### config.mk
export PLATFORM = sky130hd
export DESIGN_NAME = sw_debounce_edge
export DESIGN_NICKNAME = d
export VERILOG_FILES = /design/src/rtl/sw_debounce_edge.sv
export SDC_FILE = /design/constraint.sdc
export NUM_CORES = 1
export LEC_CHECK = 0
export BUFFER_PORTS_ARGS = -buffer_cell sky130_fd_sc_hd__buf_2
export CORE_UTILIZATION = 65
export CTS_BUF_LIST = sky130_fd_sc_hd__clkbuf_4 sky130_fd_sc_hd__clkbuf_8
export DETAILED_ROUTE_END_ITERATION = 6
export PLACE_DENSITY_LB_ADDON = 0.25
export RECOVER_POWER = 100
export SLEW_MARGIN = 5
export SYNTH_ARGS = -nofsm -noshare
export SYNTH_HDL_FRONTEND = slang
export SYNTH_SLANG_ARGS = --single-unit
export TNS_END_PERCENT = 20
### constraint.sdc
create_clock -name clk -period 14 [get_ports clk]
set_input_delay 1.4 -clock clk [delete_from_list [all_inputs] [get_ports clk]]
set_output_delay 1.4 -clock clk [all_outputs]
set_load 0.1 [all_outputs]
### src/rtl/sw_debounce_edge.sv
// Slide-switch conditioner: per-switch 2-flop synchronizer, stable-count
// debouncer and registered rising/falling edge pulses.
module sw_debounce_edge #(
  parameter int NUM_SW          = 10,
  parameter int DEBOUNCE_CYCLES = 500000
) (
  input  logic              clk,
  input  logic              rst,
  input  logic [NUM_SW-1:0] sw_in,
  output logic [NUM_SW-1:0] sw_level,
  output logic [NUM_SW-1:0] sw_rise,
  output logic [NUM_SW-1:0] sw_fall,
  output logic              any_rise
);

  // Counter just wide enough to hold the terminal value DEBOUNCE_CYCLES-1.
  localparam int CW = $clog2(DEBOUNCE_CYCLES);
  localparam logic [CW-1:0] TERM = CW'(DEBOUNCE_CYCLES - 1);

  logic [NUM_SW-1:0] sync_a;
  logic [NUM_SW-1:0] sync;
  logic [NUM_SW-1:0] deb;
  logic [NUM_SW-1:0] deb_next;
  logic [CW-1:0]     cnt      [NUM_SW];
  logic [CW-1:0]     cnt_next [NUM_SW];
  logic [NUM_SW-1:0] rise_next;
  logic [NUM_SW-1:0] fall_next;

  // Two-stage synchronizer; only the second stage is used downstream.
  always_ff @(posedge clk or posedge rst) begin
    if (rst) begin
      sync_a <= '0;
      sync   <= '0;
    end else begin
      sync_a <= sw_in;
      sync   <= sync_a;
    end
  end

  // Per-switch qualification: any disagreement-free cycle restarts the count,
  // and the stable level only moves once the count reaches its terminal value.
  always_comb begin
    deb_next = deb;
    for (int i = 0; i < NUM_SW; i++) begin
      cnt_next[i] = '0;
      if (sync[i] != deb[i]) begin
        if (cnt[i] == TERM) begin
          deb_next[i] = sync[i];
          cnt_next[i] = '0;
        end else begin
          cnt_next[i] = cnt[i] + 1'b1;
        end
      end
    end
  end

  // Stable-level and counter registers.
  always_ff @(posedge clk or posedge rst) begin
    if (rst) begin
      deb <= '0;
      for (int i = 0; i < NUM_SW; i++) begin
        cnt[i] <= '0;
      end
    end else begin
      deb <= deb_next;
      for (int i = 0; i < NUM_SW; i++) begin
        cnt[i] <= cnt_next[i];
      end
    end
  end

  // Edge detect between deb and the registered level, so a pulse coincides
  // with the first cycle the new level is visible on sw_level.
  always_comb begin
    rise_next = deb & ~sw_level;
    fall_next = ~deb & sw_level;
  end

  // Registered outputs; pulses last exactly one cycle because sw_level
  // catches up with deb at the same edge the pulse is raised.
  always_ff @(posedge clk or posedge rst) begin
    if (rst) begin
      sw_level <= '0;
      sw_rise  <= '0;
      sw_fall  <= '0;
      any_rise <= 1'b0;
    end else begin
      sw_level <= deb;
      sw_rise  <= rise_next;
      sw_fall  <= fall_next;
      any_rise <= |rise_next;
    end
  end

endmodule

==> metrics.md, run 1 <==
| Metric | Value |
|---|---|
| CTS sink count | `251` |
| Reg2reg setup slack | `10.50 ns` |
| First-pass GRT wire length | `36,200 um` |
| Cell area power density | `123 nW/um^2` |
| Syn_nets | `1,096` |
| Register area | `6280 um^2` |
| Number of global-route vias before repair | `7,847` |
| Area taken by multi-input logic gates | `4730 um^2` |
| Peak VDD IR | `0.0887 mV` |
| Largest net degree at the start of global routing | `109` |
| Setup TNS | `0 ns` |
| Worst skew pair latency | `0.54 ns` |
| CTS clk-pin slew, worst paths | `0.06 ns` |
| Initial Util | `0.672` |
| Most common cell after layout, fill and taps aside | `dfrtp_1` |
| Switch Pwr | `0.330 mW` |
| Non-Filler Instances | `1,398` |
| Worst slew pin tran | `4.61 ns` |
| CP startpoint | `rst` |
| Row count | `47` |
| Fin crit period | `6.81 ns` |
| Final core occ | `0.753` |
| Reg2reg path depth | `4` |
| Reg power frac | `0.478` |
| Leakage | `5.34 nW` |
| Clock power frac | `0.496` |
| Slew HR | `-2.09` |
| Die footprint | `17,900 um^2` |
| FMAX | `147 MHz` |
| Initial antenna violation count | `1` |
| FF-to-FF Start | `cnt[163]` |
| Synthesis-to-finish area growth | `12.1%` |
| Die W | `134 um` |
| Num CTS Buffers | `42` |
| Critical path endpoint | `cnt[165]` |
| 1st-pass router iterations | `5` |
| Setup Buffers After CTS | `0` |
| Clock skew | `0.0140 ns` |
| Crit end category | `asynchronous set/reset pin` |
| CTS root buf | `clkbuf_8` |
| Vias per cell | `5.84` |
| Combinational Power Share | `0.026` |
| DRT iter0 DRCs | `417` |
| GR Util All Layers | `0.250` |
| Layout fillers | `1,198` |
| Drc violations | `0` |
| Nets | `1,168` |
| Status | `complete, but fails checks` |
| Yosys cell types | `40` |
| Syn. warnings | `0` |
| Routability cong. | `0.821` |
| Crit Path Class | `primary input to asynchronous set/reset pin` |
| Core Box Area | `16,800 um^2` |
| # resized after CTS | `0` |
| Pins Over Slew Limit | `236` |
| CTS Hold Buffers Added | `0` |
| Synth Instances | `1,074` |
| Hold Slack | `0.345 ns` |
| Diodes inserted | `0` |
| DP HPWL | `13,800 um` |
| CTS tree | `done` |
| Final ANT Viol Nets | `0` |
| Syn Area/Cell | `10.5 um^2` |
| # H-tree levels | `2` |
| Layout cells sized above 1 | `0.0908` |
| RSZ-0062 raised after global routing | `false` |
| Pint | `1.23 mW` |
| Die H | `134 um` |
| R2R Path End | `cnt[161]` |
| HP Class | `register to register` |
| Post-Synthesis Cell Area | `11,300 um^2` |
| Crit path required time | `13.88 ns` |
| Fraction of power spent switching nets | `0.212` |
| Crit start category | `primary input` |
| Grt total ovfl | `0` |
| Sequential share of the synthesized area | `0.558` |
| Ports | `43` |
| Yosys reg bits | `251` |
| Fin crit share | `0.486` |
| Final setup fails | `0` |
| Routed wire per std cell | `15.2 um` |
| Failing checks | `capacitance limit, slew limit` |
| Max cap viols | `5` |
| I/O Buffers | `42` |
| DRT Wirelength | `21,200 um` |
| CTS Buffer Depth | `3` |
| Via count | `8,160` |
| Crit path DAT | `6.69 ns` |
| Placed Cells | `1,322` |
| Fin. Hold Viols | `0` |
| Leading cell types in the layout, fill and taps excluded | `dfrtp_1 (251), nor2_1 (160), xor2_1 (87)` |
| Worst Path Max Fanout | `108` |
final cells by class:
cell class	instances	area share
multi-input cells	772	0.375
flip-flops and latches	251	0.498
clock inverters	17	0.0211
clock buffers	59	0.0599
well taps	220	0.0218
repair buffers	51	0.0165
inverters	28	0.00843
power by group through the flow:
stage          clock network (mW)  registers, mW  logic [mW]
3_3_place_gp                    0          0.757      0.0426
3_5_place_dp                    0          0.757      0.0439
5_1_grt                     0.821          0.745      0.0479
6_report                    0.771          0.744      0.0406
4_1_cts                     0.787          0.744      0.0440
2_1_floorplan                   0          0.755      0.0318
stage by stage:
stage	setup WS (ns)	cell area [um^2]	power, mW
detailed placement	10.91	11700	0.801
CTS	11.21	12700	1.58
finish	7.19	12600	1.56
global route	5.77	12600	1.61
global placement	10.92	11700	0.799
floorplan	5.70	11300	0.787
worst min path at each step:
stage / start / endpoint / slack [ns] / cells after the start
floorplan: sync_a[0] / sync[0] / 0.33 / 0
global placement: sync_a[7] / sync[7] / 0.33 / 0
detailed placement: sync_a[4] / sync[4] / 0.33 / 0
CTS: sync_a[4] / sync[4] / 0.34 / 0
global route: sync_a[3] / sync[3] / 0.34 / 0
finish: sync_a[3] / sync[3] / 0.35 / 0
registers in the layout (all words and copies together) (netlist names):
name / flops
any_rise: 1
cnt: 190
deb: 10
sw_fall: 10
sw_level: 10
sw_rise: 10
sync: 10
sync_a: 10
critical path, cell delays in order:
cell and delay (ns):
buf_2 0.10, clkinvlp_2 2.57, clkbuf_1 2.53
cells in the mapped netlist (all sizes together):
master	n	area, um^2
clkbuf	17	65.1
nor2	160	601
and3	6	37.5
nor4bb	5	50.1
mux2	10	113
or4	19	143
nand2b	1	6.26
nor3	25	125
o21ai	33	180
o41ai	2	17.5
and2	5	31.3
or4b	5	50.1
dfrtp	251	6280
nor2b	20	125
nand4bb	1	11.3
inv	28	105
nor4b	7	61.3
or3	31	194
and4	25	219
nor4	24	150
nand3	60	300
buf	6	36.3
nand2	58	218
nand4	59	375
xor2	87	762
ha	10	125
xnor2	49	429
a21oi	44	220
or2	4	25.0
nand4b	3	26.3
o31ai	19	176
kinds of logic after synthesis:
| logic type | share of synthesized area |
|---|---|
| XOR/XNOR | 0.106 |
| AND/OR/NAND/NOR | 0.244 |
| flip-flops | 0.558 |
| buffers and inverters | 0.0183 |
| multiplexers | 0.0100 |
| AO/OA/AOI/OAI | 0.0528 |
| adder cells (fa/ha/maj) | 0.0111 |
per-layer routing:
metal  track usage  wire length [um]  vias up
met4        0.0922               502        2
met2         0.403             10000      174
li1              -                 -     3970
met3        0.0556              1050       47
met5             0                 8        -
met1         0.334              9600     3967
No activity file was read; power rests on OpenSTA's default activity.
==> inputs of run 2 (changes only) <==
- CORE_UTILIZATION: 65 -> 64
- clock period: 14 -> 6.8 ns (I/O delays scaled with it)
==> run 2 against run 1 <==
Effect of this change: the run still ends with capacitance limit, slew limit left; first-iteration DRC count up 20%; largest cell class unchanged; utilization shrank 3.0 points; final area decreased by 1.2%; register-to-register slack lost 7.1 ns; via count shrank 0.77%; largest power group is now sequential cells; wire length down 1.7%; global-route usage is 0.65 points lower; sequential share of layout area is 0.61 points higher; clock-buffer cell count up 4.
==> metrics.md, run 2 (synthesized netlist as in run 1, its figures left out) <==
| Metric | Value |
|---|---|
| Number of global-route vias before repair | `7,853 (was 7,847)` |
| Crit path required time | `7.11 ns (was 13.88 ns)` |
| Reg2reg path depth | `4 (unchanged)` |
| Hold Slack | `0.258 ns (was 0.345 ns)` |
| Hold path depth | `1 (was 0)` |
| Max cap viols | `6 (was 5)` |
| Largest net degree at the start of global routing | `209 (was 109)` |
| Worst Hold Path EP | `sync_a[6] (was sync[3])` |
| Routed wire per std cell | `15.0 um (was 15.2 um)` |
| HP Class | `primary input to register (was register to register)` |
| Layout fillers | `1,260 (was 1,198)` |
| Peak VDD IR | `0.188 mV (was 0.0887 mV)` |
| Worst skew pair latency | `0.53 ns (was 0.54 ns)` |
| GR Util All Layers | `0.243 (was 0.250)` |
| DP HPWL | `13,300 um (was 13,800 um)` |
| CTS sink count | `251 (unchanged)` |
| Register area | `6280 um^2 (unchanged)` |
| # resized after CTS | `0 (unchanged)` |
| Placed Cells | `1,324 (was 1,322)` |
| Worst Path Max Fanout | `19 (was 108)` |
| CTS Buffer Depth | `3 (unchanged)` |
| Clock skew | `0.0293 ns (was 0.0140 ns)` |
| Core Box Area | `17,200 um^2 (was 16,800 um^2)` |
| Via count | `8,097 (was 8,160)` |
| Drc violations | `0 (unchanged)` |
| Leakage | `5.26 nW (was 5.34 nW)` |
| Final setup fails | `0 (unchanged)` |
| Slew HR | `-0.488 (was -2.09)` |
| DRT Wirelength | `20,800 um (was 21,200 um)` |
| Synthesis-to-finish area growth | `10.7% (was 12.1%)` |
| RSZ-0062 raised after global routing | `false (unchanged)` |
| Vias per cell | `5.82 (was 5.84)` |
| Min-Delay Startpoint | `sw_in[6] (was sync_a[3])` |
| Final core occ | `0.723 (was 0.753)` |
| Worst slew pin tran | `2.21 ns (was 4.61 ns)` |
| Fin crit share | `0.500` |
| Nets | `1,164 (was 1,168)` |
| FF-to-FF Start | `cnt[163] (unchanged)` |
| Grt total ovfl | `0 (unchanged)` |
| Ports | `43 (unchanged)` |
| Setup TNS | `0 ns (unchanged)` |
| Num CTS Buffers | `41 (was 42)` |
| Final worst setup slack | `3.40 ns (was 7.19 ns)` |
| Row count | `48 (was 47)` |
| Crit end category | `register (was asynchronous set/reset pin)` |
| Initial antenna violation count | `1 (unchanged)` |
| Area after DPL | `11,700 um^2 (about the same)` |
| First-pass GRT wire length | `36,100 um (was 36,200 um)` |
| Diodes inserted | `0 (unchanged)` |
| Most common cell after layout, fill and taps aside | `dfrtp_1 (unchanged)` |
| 1st-pass router iterations | `5 (unchanged)` |
| Finished Cell Area | `12,500 um^2 (was 12,600 um^2)` |
| Non-Filler Instances | `1,391 (was 1,398)` |
| Largest register FFs | `190 (unchanged)` |
| Initial Util | `0.653 (was 0.672)` |
| Layout cells sized above 1 | `0.0823 (was 0.0908)` |
| FMAX | `294 MHz` |
| Die H | `135 um (was 134 um)` |
| CTS root buf | `clkbuf_8 (unchanged)` |
| Die footprint | `18,100 um^2 (was 17,900 um^2)` |
| Crit path DAT | `3.71 ns (was 6.69 ns)` |
| # H-tree levels | `2 (unchanged)` |
| Cell area power density | `239 nW/um^2 (was 123 nW/um^2)` |
| Die W | `135 um (was 134 um)` |
| Area taken by multi-input logic gates | `4730 um^2 (unchanged)` |
| Pins Over Slew Limit | `144 (was 236)` |
| CTS Hold Buffers Added | `0 (unchanged)` |
| I/O Buffers | `42 (unchanged)` |
| Final ANT Viol Nets | `0 (unchanged)` |
| Top reg by flops | `cnt (unchanged)` |
| Failing checks | `capacitance limit, slew limit (unchanged)` |
| Status | `complete, but fails checks (unchanged)` |
| DRT iter0 DRCs | `499 (was 417)` |
| Fin crit period | `3.40 ns` |
| Pre-CTS WS | `4.30 ns (was 10.91 ns)` |
| Leading cell types in the layout, fill and taps excluded | `dfrtp_1 (251), nor2_1 (160), xor2_1 (87) (unchanged)` |
| Setup Buffers After CTS | `0 (unchanged)` |
| Crit start category | `register (was primary input)` |
| CTS clk-pin slew, worst paths | `0.06 ns (about the same)` |
| R2R Path End | `cnt[161] (unchanged)` |
| Final Power | `2.98 mW (was 1.56 mW)` |
| Routability cong. | `0.799 (was 0.821)` |
| Crit Path Class | `register to register (was primary input to asynchronous set/reset pin)` |
| Reg2reg setup slack | `3.40 ns (was 10.50 ns)` |
| Fin. Hold Viols | `0 (unchanged)` |
| CTS tree | `done (unchanged)` |
run 2: cell types whose count changed in the layout (fill, tap and decap cells not counted), moves of 2 or more:
cell       previous run  this run
bufinv_16             7         2
clkinv_2              8         2
clkbuf_1             40        38
clkbuf_4              9        12
run 2: area by class of cell:
cell class                 count  share of cell area
inverter                      28             0.00853
multi-input combinational    772               0.379
tap                          225              0.0226
clock inverter                 4             0.00562
timing repair buffer          48              0.0167
sequential                   251               0.504
clock buffer                  63              0.0635
run 2: where the power goes:
| part | total (mW) | leakage, nW | switching [mW] | internal, mW |
|---|---|---|---|---|
| clock | 1.36 | 0.458 | 0.551 | 0.810 |
| sequential | 1.53 | 3.44 | 0.0176 | 1.52 |
| combinational | 0.0836 | 1.36 | 0.0631 | 0.0205 |
run 2: how the worst max path moves through the flow:
stage,slack [ns],start,to
after floorplan,2.82,rst,any_rise
after global placement,4.32,rst,sw_fall[8]
after detailed placement,4.30,cnt[95],cnt[105]
after CTS,4.24,cnt[114],cnt[130]
after global routing,3.05,cnt[163],cnt[158]
final,3.40,cnt[163],cnt[161]
run 2: metal layers:
metal  part of all wire  wire, um  GRT usage  vias up
met1               0.46      9650      0.343     3970
met5                  0         0          0        -
met4              0.021       439     0.0805        0
met3              0.048       990     0.0552       34
met2               0.47      9730      0.376      154
li1                   -         -          -     3939
run 2: worst max-delay path, cell delays in order, from the launching register on:
cell and delay [ns]:
dfrtp_1 0.40, or4b_1 0.52, or4_1 0.56, o21ai_0 1.56, nor2_1 0.13
